==> src/rtl/reservation_station_q.sv <==
// Multi-entry ALU reservation station: compacted age queue with CDB wakeup
// and oldest-ready select feeding one ALU.
module reservation_station_q #(
  parameter int DEPTH  = 4,
  parameter int TAG_W  = 3,
  parameter int DATA_W = 32,
  parameter int CTRL_W = 48
) (
  input  logic              clk,
  input  logic              rst,
  input  logic              flush,
  input  logic              load_word,
  input  logic [CTRL_W-1:0] control_word,
  input  logic [DATA_W-1:0] src1,
  input  logic [DATA_W-1:0] src2,
  input  logic              rob_v1,
  input  logic              rob_v2,
  input  logic [TAG_W-1:0]  rob_tag1,
  input  logic [TAG_W-1:0]  rob_tag2,
  input  logic              cdb_valid,
  input  logic [TAG_W-1:0]  cdb_tag,
  input  logic [DATA_W-1:0] cdb_data,
  input  logic              alu_free,
  output logic              start_exe,
  output logic [CTRL_W-1:0] alu_ctrl,
  output logic [DATA_W-1:0] alu_a,
  output logic [DATA_W-1:0] alu_b,
  output logic              res_empty,
  output logic              res_full
);

  localparam int CW = $clog2(DEPTH + 1);
  localparam int IW = $clog2(DEPTH);

  logic [DEPTH-1:0]  val_q, val_d;
  logic [DEPTH-1:0]  rdy1_q, rdy1_d, rdy2_q, rdy2_d;
  logic [CTRL_W-1:0] ctrl_q [DEPTH];
  logic [CTRL_W-1:0] ctrl_d [DEPTH];
  logic [TAG_W-1:0]  tag1_q [DEPTH];
  logic [TAG_W-1:0]  tag1_d [DEPTH];
  logic [TAG_W-1:0]  tag2_q [DEPTH];
  logic [TAG_W-1:0]  tag2_d [DEPTH];
  logic [DATA_W-1:0] opa_q  [DEPTH];
  logic [DATA_W-1:0] opa_d  [DEPTH];
  logic [DATA_W-1:0] opb_q  [DEPTH];
  logic [DATA_W-1:0] opb_d  [DEPTH];
  logic [CW-1:0]     cnt_q, cnt_d;

  logic [DEPTH-1:0]  w_rdy1, w_rdy2;
  logic [DATA_W-1:0] w_opa [DEPTH];
  logic [DATA_W-1:0] w_opb [DEPTH];

  logic          found;
  logic [IW-1:0] sel;
  logic          issue;
  logic          load_ok;
  logic [CW-1:0] ld_idx;
  logic          n_rdy1, n_rdy2;
  logic [DATA_W-1:0] n_opa, n_opb;

  assign res_empty = (cnt_q == '0);
  assign res_full  = (cnt_q == CW'(DEPTH));
  assign load_ok   = load_word && !res_full;

  // Wakeup is computed on the current slots, before any shift.
  always_comb begin
    w_rdy1 = rdy1_q;
    w_rdy2 = rdy2_q;
    w_opa  = opa_q;
    w_opb  = opb_q;
    for (int i = 0; i < DEPTH; i++) begin
      if (cdb_valid && !rdy1_q[i] && tag1_q[i] == cdb_tag) begin
        w_rdy1[i] = 1'b1;
        w_opa[i]  = cdb_data;
      end
      if (cdb_valid && !rdy2_q[i] && tag2_q[i] == cdb_tag) begin
        w_rdy2[i] = 1'b1;
        w_opb[i]  = cdb_data;
      end
    end
  end

  // Oldest ready entry wins; uses registered readiness only.
  always_comb begin
    found = 1'b0;
    sel   = '0;
    for (int i = DEPTH - 1; i >= 0; i--) begin
      if (val_q[i] && rdy1_q[i] && rdy2_q[i]) begin
        found = 1'b1;
        sel   = IW'(i);
      end
    end
  end

  assign issue     = alu_free && found;
  assign start_exe = issue;
  assign alu_ctrl  = found ? ctrl_q[sel] : '0;
  assign alu_a     = found ? opa_q[sel]  : '0;
  assign alu_b     = found ? opb_q[sel]  : '0;

  assign n_rdy1 = rob_v1 || (cdb_valid && cdb_tag == rob_tag1);
  assign n_rdy2 = rob_v2 || (cdb_valid && cdb_tag == rob_tag2);
  assign n_opa  = rob_v1 ? src1 : cdb_data;
  assign n_opb  = rob_v2 ? src2 : cdb_data;
  assign ld_idx = cnt_q - CW'(issue);

  always_comb begin
    val_d  = val_q;
    rdy1_d = w_rdy1;
    rdy2_d = w_rdy2;
    ctrl_d = ctrl_q;
    tag1_d = tag1_q;
    tag2_d = tag2_q;
    opa_d  = w_opa;
    opb_d  = w_opb;
    if (issue) begin
      for (int i = 0; i < DEPTH - 1; i++) begin
        if (i >= int'(sel)) begin
          val_d[i]  = val_q[i+1];
          rdy1_d[i] = w_rdy1[i+1];
          rdy2_d[i] = w_rdy2[i+1];
          ctrl_d[i] = ctrl_q[i+1];
          tag1_d[i] = tag1_q[i+1];
          tag2_d[i] = tag2_q[i+1];
          opa_d[i]  = w_opa[i+1];
          opb_d[i]  = w_opb[i+1];
        end
      end
      val_d[DEPTH-1]  = 1'b0;
      rdy1_d[DEPTH-1] = 1'b0;
      rdy2_d[DEPTH-1] = 1'b0;
    end
    if (load_ok) begin
      for (int i = 0; i < DEPTH; i++) begin
        if (ld_idx == CW'(i)) begin
          val_d[i]  = 1'b1;
          ctrl_d[i] = control_word;
          rdy1_d[i] = n_rdy1;
          rdy2_d[i] = n_rdy2;
          tag1_d[i] = rob_tag1;
          tag2_d[i] = rob_tag2;
          opa_d[i]  = n_opa;
          opb_d[i]  = n_opb;
        end
      end
    end
    cnt_d = cnt_q - CW'(issue) + CW'(load_ok);
  end

  always_ff @(posedge clk) begin
    if (rst || flush) begin
      val_q  <= '0;
      rdy1_q <= '0;
      rdy2_q <= '0;
      cnt_q  <= '0;
    end else begin
      val_q  <= val_d;
      rdy1_q <= rdy1_d;
      rdy2_q <= rdy2_d;
      cnt_q  <= cnt_d;
    end
  end

  // Payload is qualified by the valid/ready bits, so it needs no reset.
  always_ff @(posedge clk) begin
    ctrl_q <= ctrl_d;
    tag1_q <= tag1_d;
    tag2_q <= tag2_d;
    opa_q  <= opa_d;
    opb_q  <= opb_d;
  end

endmodule

==> config.mk <==
export PLATFORM = sky130hd
export DESIGN_NAME = reservation_station_q
export DESIGN_NICKNAME = d
export VERILOG_FILES = /design/src/rtl/reservation_station_q.sv
export SDC_FILE = /design/constraint.sdc
export NUM_CORES = 1
export LEC_CHECK = 0
export CORE_UTILIZATION = 40
export DETAILED_ROUTE_END_ITERATION = 6
export DONT_BUFFER_PORTS = 1
export SLEW_MARGIN = 40
export SYNTH_ARGS = -nofsm -noshare
export SYNTH_HDL_FRONTEND = slang
export SYNTH_SLANG_ARGS = --single-unit
==> constraint.sdc <==
create_clock -name clk -period 6 [get_ports clk]
set_clock_uncertainty 0.2 [all_clocks]
set_input_delay 0.9 -clock clk [delete_from_list [all_inputs] [get_ports clk]]
set_output_delay 0.9 -clock clk [all_outputs]
set_load 0.005 [all_outputs]
# After elaboration in Yosys (flattened, before gate mapping)

Index checks and enable logic that the tools add are counted.

Register bits after elaboration: 487
Bits in latches: 0
Memory bits (writable): 0
Memory bits (read-only): 0
Bits of input ports: 161
Output and inout port bits: 115
Logic and storage cells: 198
Memories: 0

$add $sub $neg: 2
Multiply operators: 0
Divide/modulo/power cells: 0
$lt $le $gt $ge: 4
Eq/ne operators: 14
Shift operators: 0
Mux-type cells: 110
Bitwise operators: 1
Reductions and logical operators: 43

Operators by type and width:

| kind                                                | count |
|---|---|
| 2-to-1 mux 32 bit                                   | 30 |
| 2-to-1 mux 48 bit                                   | 10 |
| 2-to-1 mux 128 bit                                  | 2 |
| 2-to-1 mux 192 bit                                  | 1 |
| 2-to-1 mux 96 bit                                   | 2 |
| 2-to-1 mux 144 bit                                  | 1 |
| binary-select mux 32 bit (select 2 bit)             | 2 |
| binary-select mux 48 bit (select 2 bit)             | 1 |
| 2-to-1 mux 3 bit                                    | 14 |
| 2-to-1 mux 1 bit                                    | 33 |
| == test 3 bit                                       | 10 |
| logical AND 1 bit                                   | 28 |
| 2-to-1 mux 12 bit                                   | 2 |
| 2-to-1 mux 4 bit                                    | 6 |
| 2-to-1 mux 9 bit                                    | 2 |
| logical NOT 1 bit                                   | 9 |
| 2-to-1 mux 2 bit                                    | 4 |
| == test 3 x 2 -> 1 bit (second input constant)      | 2 |
| logical NOT 3 bit                                   | 2 |
| >= comparator 1 x 2 -> 1 bit (first input constant) | 2 |
| adder 3 x 1 -> 3 bit                                | 1 |
| == test 3 x 1 -> 1 bit (second input constant)      | 1 |
| == test 3 bit (second input constant)               | 1 |
| >= comparator 3 bit (second input constant)         | 1 |
| other kinds (5)                                     | 7 |

# Longest topological paths before layout

Gate-level depths: netlist of run 1.

Word-level depth: 11
Gate-level depth with buffers: 15
Mapped depth without buffers: 10

# Worst setup path after synthesis of run 1

OpenSTA, ideal clock, no wires.

Kind: register to register
From: reg rdy2_q[0]
To: reg ctrl_q[0] (netlist bit), enable pin
Setup time: 408 ps
Data arrival time: 3,646 ps
Data required time: 5,392 ps
Setup slack: 1,746 ps
Stages on the path, launching flop included: 15
Buffers on the path: 5
Period minus slack after synthesis: 4,254 ps
Cells stage by stage: dfxtp_1 and3_1 clkbuf_1 or2_1 buf_2 o31ai_4 nor2_1 ha_1 or2_2 nand2_1 nand3_1 clkbuf_1 buf_6 buf_2 inv_1

Word-level cells in the longest chain between the ends: 6

RTL lines:

| item                          | RTL line | RTL |
|---|---|---|
| start, declared               | 36       | `logic [DEPTH-1:0] rdy1_q, rdy1_d, rdy2_q, rdy2_d;` |
| start signal, assigned        | 159      | `rdy2_q <= rdy2_d;` |
| logical AND 1 bit             | 88       | `if (val_q[i] && rdy1_q[i] && rdy2_q[i]) begin` |
| 2-to-1 mux 1 bit              | 88       |  |
| logical AND 1 bit             | 95       | `assign issue = alu_free && found;` |
| subtractor 3 x 1 -> 3 bit     | 105      | `assign ld_idx = cnt_q - CW'(issue);` |
| == test 3 x 2 -> 1 bit        | 135      | `if (ld_idx == CW'(i)) begin` |
| AND reduction 2 bit (no line) | --       |  |
| end signal, assigned          | 166      | `ctrl_q <= ctrl_d;` |
| end, declared                 | 37       | `logic [CTRL_W-1:0] ctrl_q [DEPTH];` |

No other way between the ends.
A chain may end at the register's enable or synchronous reset.

# Final worst setup path of run 1

From: reg rdy2_q[0]
To: out alu_b[30]

Word-level cells in the longest chain between the ends: 7
Elaborated cells on any way between the ends: 8
Those cells by class: mux (6); bitwise (1); reduce/logical (1)

RTL lines:

| item                                                  | RTL line | RTL |
|---|---|---|
| logical AND 1 bit (*)                                 | 88       |  |
| 2-to-1 mux 2 bit                                      | 88       |  |
| inverter 2 -> 3 bit (implied by the code)             | 99       | `assign alu_b = found ? opb_q[sel] : '0;` |
| binary-select mux 32 bit (select 2 bit)               | 99       |  |
| 2-to-1 mux 32 bit (implied by the code) (2 in series) | 99       |  |
| 2-to-1 mux 32 bit (*)                                 | 99       |  |
| end, declared                                         | 27       | `output logic [DATA_W-1:0] alu_b,` |

Every way passes the cells marked *; elsewhere a longest branch is shown, timed or not. The select of a mux whose other input is x is not followed.

==> impl_metrics.ini, run 1 <==
[power]
powerDensity_nw_per_um2 = 367
fin_total_pwr_mw = 10.7
vdd_drop_max_v = 0.000231
leakage_nw = 14.2

[place]
placed_cells = 3011
gp_congestion = 0.742
port_buffers = 0
dpl_worst_slack_ns = 1.33
place_area_um2 = 27200
hpwl_um = 48000

[floorplan]
initial_utilization_pct = 40.4
fp.coreArea_um2 = 65600
pin_count = 276
rows = 94
die_x_um = 259
die_area_um2 = 67300
die-height_um = 259

[cells_and_area]
most-common-layout-cells = mux2i_1 (746), dfxtp_1 (433), mux2_2 (363), a21oi_1 (118), a221oi_1 (112)
layout_commonest_cell = mux2i_1
fin_util_pct = 44.3
fin_area_um2 = 29100
drive_gt1_share_pct = 24.9
fin_nets = 2368
final_cells = 3114
areaGrowthSynthToFinish_pct = 9.75

[clock_tree]
htree_num_levels = 2
clock_latency_ns = 0.63
clk_pin_slew_ns = 0.07
clkSinkCount = 487
cts-root-buf = clkbuf_16
cts_max_path_buffers = 3
cts_hold_buf = 0
cts_buffers = 56
post_cts_buffers = 0
cts_resized = 0
cts_tree = built

[worst_setup_path]
crit_slowest_cell = buf_4
crit_required_ns = 4.90
path_cells = and3_1 -> or2_4 -> buf_4 -> buf_4 -> a221oi_1 -> a21oi_1
path_common_cell = buf_4
critPathLaunchType = register
crit_buf_inv = 2
cp_top_family = buffers and inverters
cp-end-kind = output pin
arrival_ns = 3.93
cpPeakStageDelay_ns = 0.68
crit_type = register to output pin
crit_start = rdy2_q[0]
r2r-start = rdy2_q[0]
cp_max_fo = 57

[yosys]
yosysWarnings = 0
synth_nets = 2494
synth_compound_area_share_pct = 7.65
syn_avg_cell_area_um2 = 11.4
synthSimpleGateAreaFrac_pct = 1.99
async_flop_share_pct = 0
synthAdderAreaFrac_pct = 0.0472
synth_edf_count = 54
synthesis.instances = 2332
synth_xor_area_share_pct = 1.27
synth_area_um2 = 26500
synthFlopType = dfxtp_1
synth_cell_types = 47
synthMuxAreaShare_pct = 46.3
synth_top_family_by_area = multiplexers
synth-seq-cells = 487
yosysSeqAreaShare_pct = 38.8

[sta]
layout_setup_ws_ns = 0.970
setup_viol = 0
setup_tns_ns = 0
post-route-period-util_pct = 83.8
hold_violations = 0
period_needed_ns = 5.03
holdWs_ns = 0.164
rsz0062_at_grt = no
drv_slew = 0
clock.fmax_ghz = 0.199
worst-slew-pin-transition_ns = 0.877
relSlewSlack_pct = 41.5

[routing]
drcViolationCount = 0
first_pass_iters = 7
wl_per_cell_um = 25.9
wl_um = 80700
avgViaCountPerCell = 5.90
antenna_left = 0
vias = 18387
drtIter0Drc = 943

[worst_hold_path]
hp-start = control_word[1]
hold_class = input pin to register

[global_routing]
grt_pass1_wl_um = 120000
track_usage_pct = 23.2
grt_overflow = 0
antenna_found_initial = 9
grt_pass1_vias = 19268
grt_max_degree = 113

[run]
drv_cap = 0

[status]
status = finished, final reports clean
==> metal layers <==
layer | part of all wire, % | track usage (%)
met4 | 2.1 | 6.32
met3 | 6.9 | 6.44
met2 | 49 | 40.3
met5 | 0.14 | 0
met1 | 42 | 28.0
==> cell usage after synthesis (6+ instances only) <==
library cell  instances  share of area (%)
mux2_2              363                 15
o21ai_1               6               0.11
clkbuf_1            113                1.6
nand4_1               8               0.19
xnor2_1              28               0.93
a21oi_1             118                2.2
mux2i_1             746                 28
nand2b_1              9               0.21
inv_1                 7              0.099
nand2_1              60               0.85
a221oi_1            112                3.7
edfxtp_1             54                6.1
mux2_4               48                2.7
o21ai_0              54                1.0
dfxtp_1             433                 33
buf_2                53                1.0
nor2b_1              10               0.24
buf_1                50               0.71
buf_6                 9               0.38
==> cell families (layout without fill, tap and decap cells) <==
family                     after synthesis  count (layout)
muxes                                 1157            1157
DFF                                    487             487
AOI/OAI and AO/OA                      308             308
buffers and inverters                  236             153
and+or+nand+nor                        109             109
xor gates and xnor gates                34              34
adders and majority gates                1               1
other                                    0               1
==> state kept, by name, indices dropped and copies added, names as in the netlist <==
| register | flops |
|---|---|
| val_q | 4 |
| opb_q | 128 |
| ctrl_q | 192 |
| tag1_q | 12 |
| opa_q | 128 |
| rdy1_q | 4 |
| tag2_q | 12 |
| cnt_q | 3 |
| rdy2_q | 4 |
==> layout make-up <==
class                   count  area (µm²)
clock inverters            25         308
fillers                  6034       36500
multi-input cells        1609       15300
well taps                 864        1080
clock buffers              76        1600
repair buffers             44         489
diodes                      1        2.50
flip-flops and latches    487       10300
inverters                   8        32.5
==> power breakdown <==
part / internal (mW) / switching [mW]
Clock: 2.12 / 1.46
Combinational: 1.39 / 0.983
Sequential: 4.23 / 0.509
==> final timing paths <==
check | endpoint | slack [ns] | cells past startpoint
hold / removal | ctrl_q[1] | 0.16 | 0
setup / recovery | alu_b[30] | 0.97 | 6
hold reg to reg | val_q[3] | 0.29 | 2
setup reg to reg | ctrl_q[34] | 1.39 | 10
Note: power is estimated with default switching activity, not from simulation.
==> inputs of run 2 (changes only) <==
==> constraint.sdc (replaced) <==
create_clock -name clk -period 5 [get_ports clk]
set_clock_uncertainty 0.2 [all_clocks]
set_input_delay 0.75 -clock clk [delete_from_list [all_inputs] [get_ports clk]]
set_output_delay 0.75 -clock clk [all_outputs]
set_load 0.005 [all_outputs]
==> impl_metrics.ini, run 2 (synthesized netlist as in run 1, its figures left out) <==
[clock_tree]
cts_tree = built
cts-root-buf = clkbuf_16
clock_latency_ns = 0.64
clk_pin_slew_ns = 0.06
clkSinkCount = 487
htree_num_levels = 2
cts_max_path_buffers = 3
cts_buffers = 58
cts_resized = 0

[worst_setup_path]
arrival_ns = 3.54
cp_max_fo = 151
crit_required_ns = 4.05
critPathLaunchType = register
crit_type = register to output pin
cp-end-kind = output pin

[cells_and_area]
most-common-layout-cells = mux2i_1 (746), dfxtp_1 (433), mux2_2 (363), a21oi_1 (118), a221oi_1 (112)
fin_nets = 2423
fin_area_um2 = 29700
reg.largest.list = ctrl_q (192), opa_q (128), opb_q (128)
regMostFlops = ctrl_q
areaGrowthSynthToFinish_pct = 11.9
fin_util_pct = 45.2
antenna_cells = 0
largest_reg_flops = 192
layout_commonest_cell = mux2i_1
fillers = 5968
drive_gt1_share_pct = 24.3

[sta]
drv_slew = 0
worst-slew-pin-transition_ns = 0.877
relSlewSlack_pct = 41.5
rsz0062_at_grt = no
post-route-period-util_pct = 89.8
setup_tns_ns = 0
setup_viol = 0
hold_violations = 0
layout_setup_ws_ns = 0.509
period_needed_ns = 4.49
clock.fmax_ghz = 0.223

[place]
gp_congestion = 0.773
dpl_worst_slack_ns = 1.18
hpwl_um = 46500
place_area_um2 = 27200
port_buffers = 0

[power]
fin_total_pwr_mw = 12.8
leakage_nw = 14.5
vdd_drop_max_v = 0.000278
powerDensity_nw_per_um2 = 432

[routing]
first_pass_iters = 7
wl_per_cell_um = 25.4
vias = 18710
antenna_left = 0
drcViolationCount = 0
wl_um = 80700
drtIter0Drc = 1074
avgViaCountPerCell = 5.90

[global_routing]
grt_pass1_wl_um = 120000
track_usage_pct = 23.3
grt_max_degree = 152
grt_pass1_vias = 19681
grt_overflow = 0
antenna_found_initial = 6

[floorplan]
die-height_um = 259
pin_count = 276
initial_utilization_pct = 40.4
rows = 94
die_area_um2 = 67300
fp.coreArea_um2 = 65600
die_x_um = 259

[worst_hold_path]
hold_class = input pin to register

[status]
status = finished, final reports clean

[run]
drv_cap = 0
==> run 2: worst paths after layout <==
check	startpoint	slack, ns	cells after the start	to
setup / recovery	rdy2_q[0]	0.51	6	alu_ctrl[3]
hold / removal	rob_tag1[2]	0.04	2	tag1_q[5]
setup reg to reg	rdy2_q[0]	1.14	10	opa_q[43]
hold reg to reg	val_q[0]	0.28	2	val_q[0]
==> run 2: area by class of cell <==
type / instances / area (µm²) / share of cell area (%)
multi-input combinational: 1609 / 15300 / 51.5
inverter: 8 / 32.5 / 0.110
sequential: 487 / 10300 / 34.7
clock buffer: 84 / 1670 / 5.63
clock inverter: 24 / 246 / 0.831
timing repair buffer: 97 / 1050 / 3.55
tap: 864 / 1080 / 3.64
==> run 2: critical path: stages, from the launching register on <==
cell and delay [ns]:
dfxtp_1 0.36, and3_1 0.48, or2_4 0.25, buf_12 0.54, buf_4 0.72, a221oi_1 0.11
a21oi_1 0.24
==> run 2: timing repair <==
item,CTS,global route
buffers inserted,0,0
hold buffers,55,0
hold endpoints to repair,89,0
==> run 2: power by group <==
group	switching [mW]	total [mW]	internal (mW)
combinational	1.20	2.90	1.69
clock	1.75	4.22	2.47
sequential	0.615	5.70	5.08
total	3.57	12.8	9.25
==> run 2: through the flow <==
stage	instances	hold WS [ns]
floorplan	2332	0.242
global placement	3007	0.271
detailed placement	3009	0.264
CTS	3172	0.000355
global route	3173	0.00667
finish	3173	0.0362
==> run 2: layer usage <==
| metal | GRT usage, % | share of wire, % | up-vias | routed length [µm] |
|---|---|---|---|---|
| li1 | - | - | 8609 | - |
| met4 | 6.57 | 2.1 | 12 | 1700 |
| met3 | 5.86 | 6.6 | 130 | 5340 |
| met2 | 40.6 | 49 | 505 | 39400 |
| met5 | 0 | 0.11 | - | 89 |
| met1 | 28.2 | 42 | 9454 | 34200 |
==> inputs of run 3 (changes only) <==
--- a/config.mk
+++ b/config.mk
@@ -6,6 +6,7 @@
 export NUM_CORES = 1
 export LEC_CHECK = 0
 export CORE_UTILIZATION = 40
+export CTS_BUF_LIST = sky130_fd_sc_hd__clkbuf_4
 export DETAILED_ROUTE_END_ITERATION = 6
 export DONT_BUFFER_PORTS = 1
 export SLEW_MARGIN = 40
==> impl_metrics.ini, run 3 (synthesized netlist as in run 1, its figures left out) <==
[routing]
avgViaCountPerCell = 5.73
drcViolationCount = 2
vias = 19937
first_pass_iters = 7
wl_um = 83300
wl_per_cell_um = 23.9
drtIter0Drc = 1157
antenna_left = 0

[status]
violations = design-rule violations
status = complete, but fails checks

[power]
powerDensity_nw_per_um2 = 412
fin_total_pwr_mw = 12.9
leakage_nw = 15.3
vdd_drop_max_v = 0.000195

[worst_setup_path]
crit_slowest_cell = buf_12
crit_buf_inv = 2
worstReg2RegEnd = opa_q[4]
cp_max_fo = 151
path_cells = and3_1 -> or2_4 -> buf_12 -> buf_6 -> a221oi_1 -> a21oi_1
crit_type = register to output pin
critPathLaunchType = register
ff2ff_path_depth = 11
reg2reg_slack_ns = 1.05
r2r-start = rdy2_q[0]
cp_top_family = buffers and inverters
arrival_ns = 3.68
cpPeakStageDelay_ns = 0.54
cp-end-kind = output pin
crit_required_ns = 4.05

[global_routing]
grt_pass1_wl_um = 125000
grt_pass1_vias = 21149
grt_max_degree = 152
antenna_found_initial = 9
track_usage_pct = 24.3
grt_overflow = 0

[floorplan]
die_area_um2 = 67300
pin_count = 276
die_x_um = 259
initial_utilization_pct = 40.4
fp.coreArea_um2 = 65600
die-height_um = 259
rows = 94

[sta]
period_needed_ns = 4.63
post-route-period-util_pct = 92.6
setup_viol = 0
drv_slew = 0
hold_violations = 0
clock.fmax_ghz = 0.216
worst-slew-pin-transition_ns = 0.883
relSlewSlack_pct = 41.1
rsz0062_at_grt = no
setup_tns_ns = 0

[cells_and_area]
regMostFlops = ctrl_q
fin_area_um2 = 31200
final_cells = 3479
layout_commonest_cell = mux2i_1
areaGrowthSynthToFinish_pct = 17.7
largest_reg_flops = 192
most-common-layout-cells = mux2i_1 (746), dfxtp_1 (433), mux2_2 (363), clkbuf_4 (220), dlygate4sd3_1 (200)
drive_gt1_share_pct = 27.0
reg.largest.list = ctrl_q (192), opa_q (128), opb_q (128)
fin_nets = 2656

[worst_hold_path]
hold_path_end = opb_q[53]
holdPathStages = 3
hold_class = input pin to register
hp-start = cdb_data[21]

[clock_tree]
cts_tree = built
cts_max_path_buffers = 3
cts_buffers = 145
clk_pin_slew_ns = 0.06
htree_num_levels = 4
post_cts_buffers = 0
clkSinkCount = 487
cts-root-buf = clkbuf_4
clock_latency_ns = 1.01

[place]
hpwl_um = 46500
port_buffers = 0
placed_cells = 3009
place_area_um2 = 27200
gp_congestion = 0.773

[run]
drv_cap = 0
[run 3: final cells by class]
type	instances	area, µm²
diodes	10	25.0
clock buffers	220	1650
clock inverters	38	282
fillers	5974	34400
inverters	8	32.5
multi-input cells	1609	15300
flip-flops and latches	487	10300
well taps	864	1080
repair buffers	243	2550
[run 3: worst reg2reg max path, stage by stage (launching register included)]
cell	delay [ns]
dfxtp_1	0.33
and3_1	0.34
or2_4	0.35
o31ai_4	0.39
nor2_1	0.08
ha_1	0.23
o211ai_1	0.15
nand2_1	0.25
nand3_4	0.14
buf_12	0.45
mux2i_1	0.38
dlygate4sd3_1	0.58
[run 3: stage by stage]
step	util [%]	hold WS (ns)	setup WS, ns
after floorplan	-	0.242	0.746
after global placement	41.4	0.271	1.35
after global routing	47.5	0.0450	0.172
after detailed placement	41.4	0.264	1.18
after CTS	47.5	0.0108	0.104
final	47.5	0.122	0.368
[run 3: power breakdown]
group,internal (mW),switching [mW],leakage (nW)
Combinational,1.83,1.32,10.0
Clock,2.21,1.80,1.13
Sequential,5.08,0.619,4.13
[run 3: worst max-delay path by stage]
stage	from	end	slack, ns	depth (start not counted)
floorplan	rdy2_q[0]	ctrl_q[0]	0.75	14
global placement	rdy2_q[0]	opb_q[52]	1.35	10
detailed placement	rdy2_q[0]	opa_q[43]	1.18	10
CTS	rdy2_q[0]	alu_ctrl[3]	0.10	6
global route	rdy2_q[0]	alu_ctrl[15]	0.17	6
finish	rdy2_q[0]	alu_ctrl[3]	0.37	6
[run 3: metal layers]
layer  GRT usage [%]  routed length (µm)  vias to the layer above
met3            6.83                5640                      149
li1                -                   -                     9196
met5               0                  58                        -
met1            28.5               34700                     9966
met2            41.5               40800                      618
met4            9.64                2040                        8
[run 3: timing repair]
item / in CTS / in global routing
resized for setup: 0 / 1
hold buffers: 202 / 0
hold endpoints to repair: 487 / 0
endpoints found under the setup margin: 0 / 29
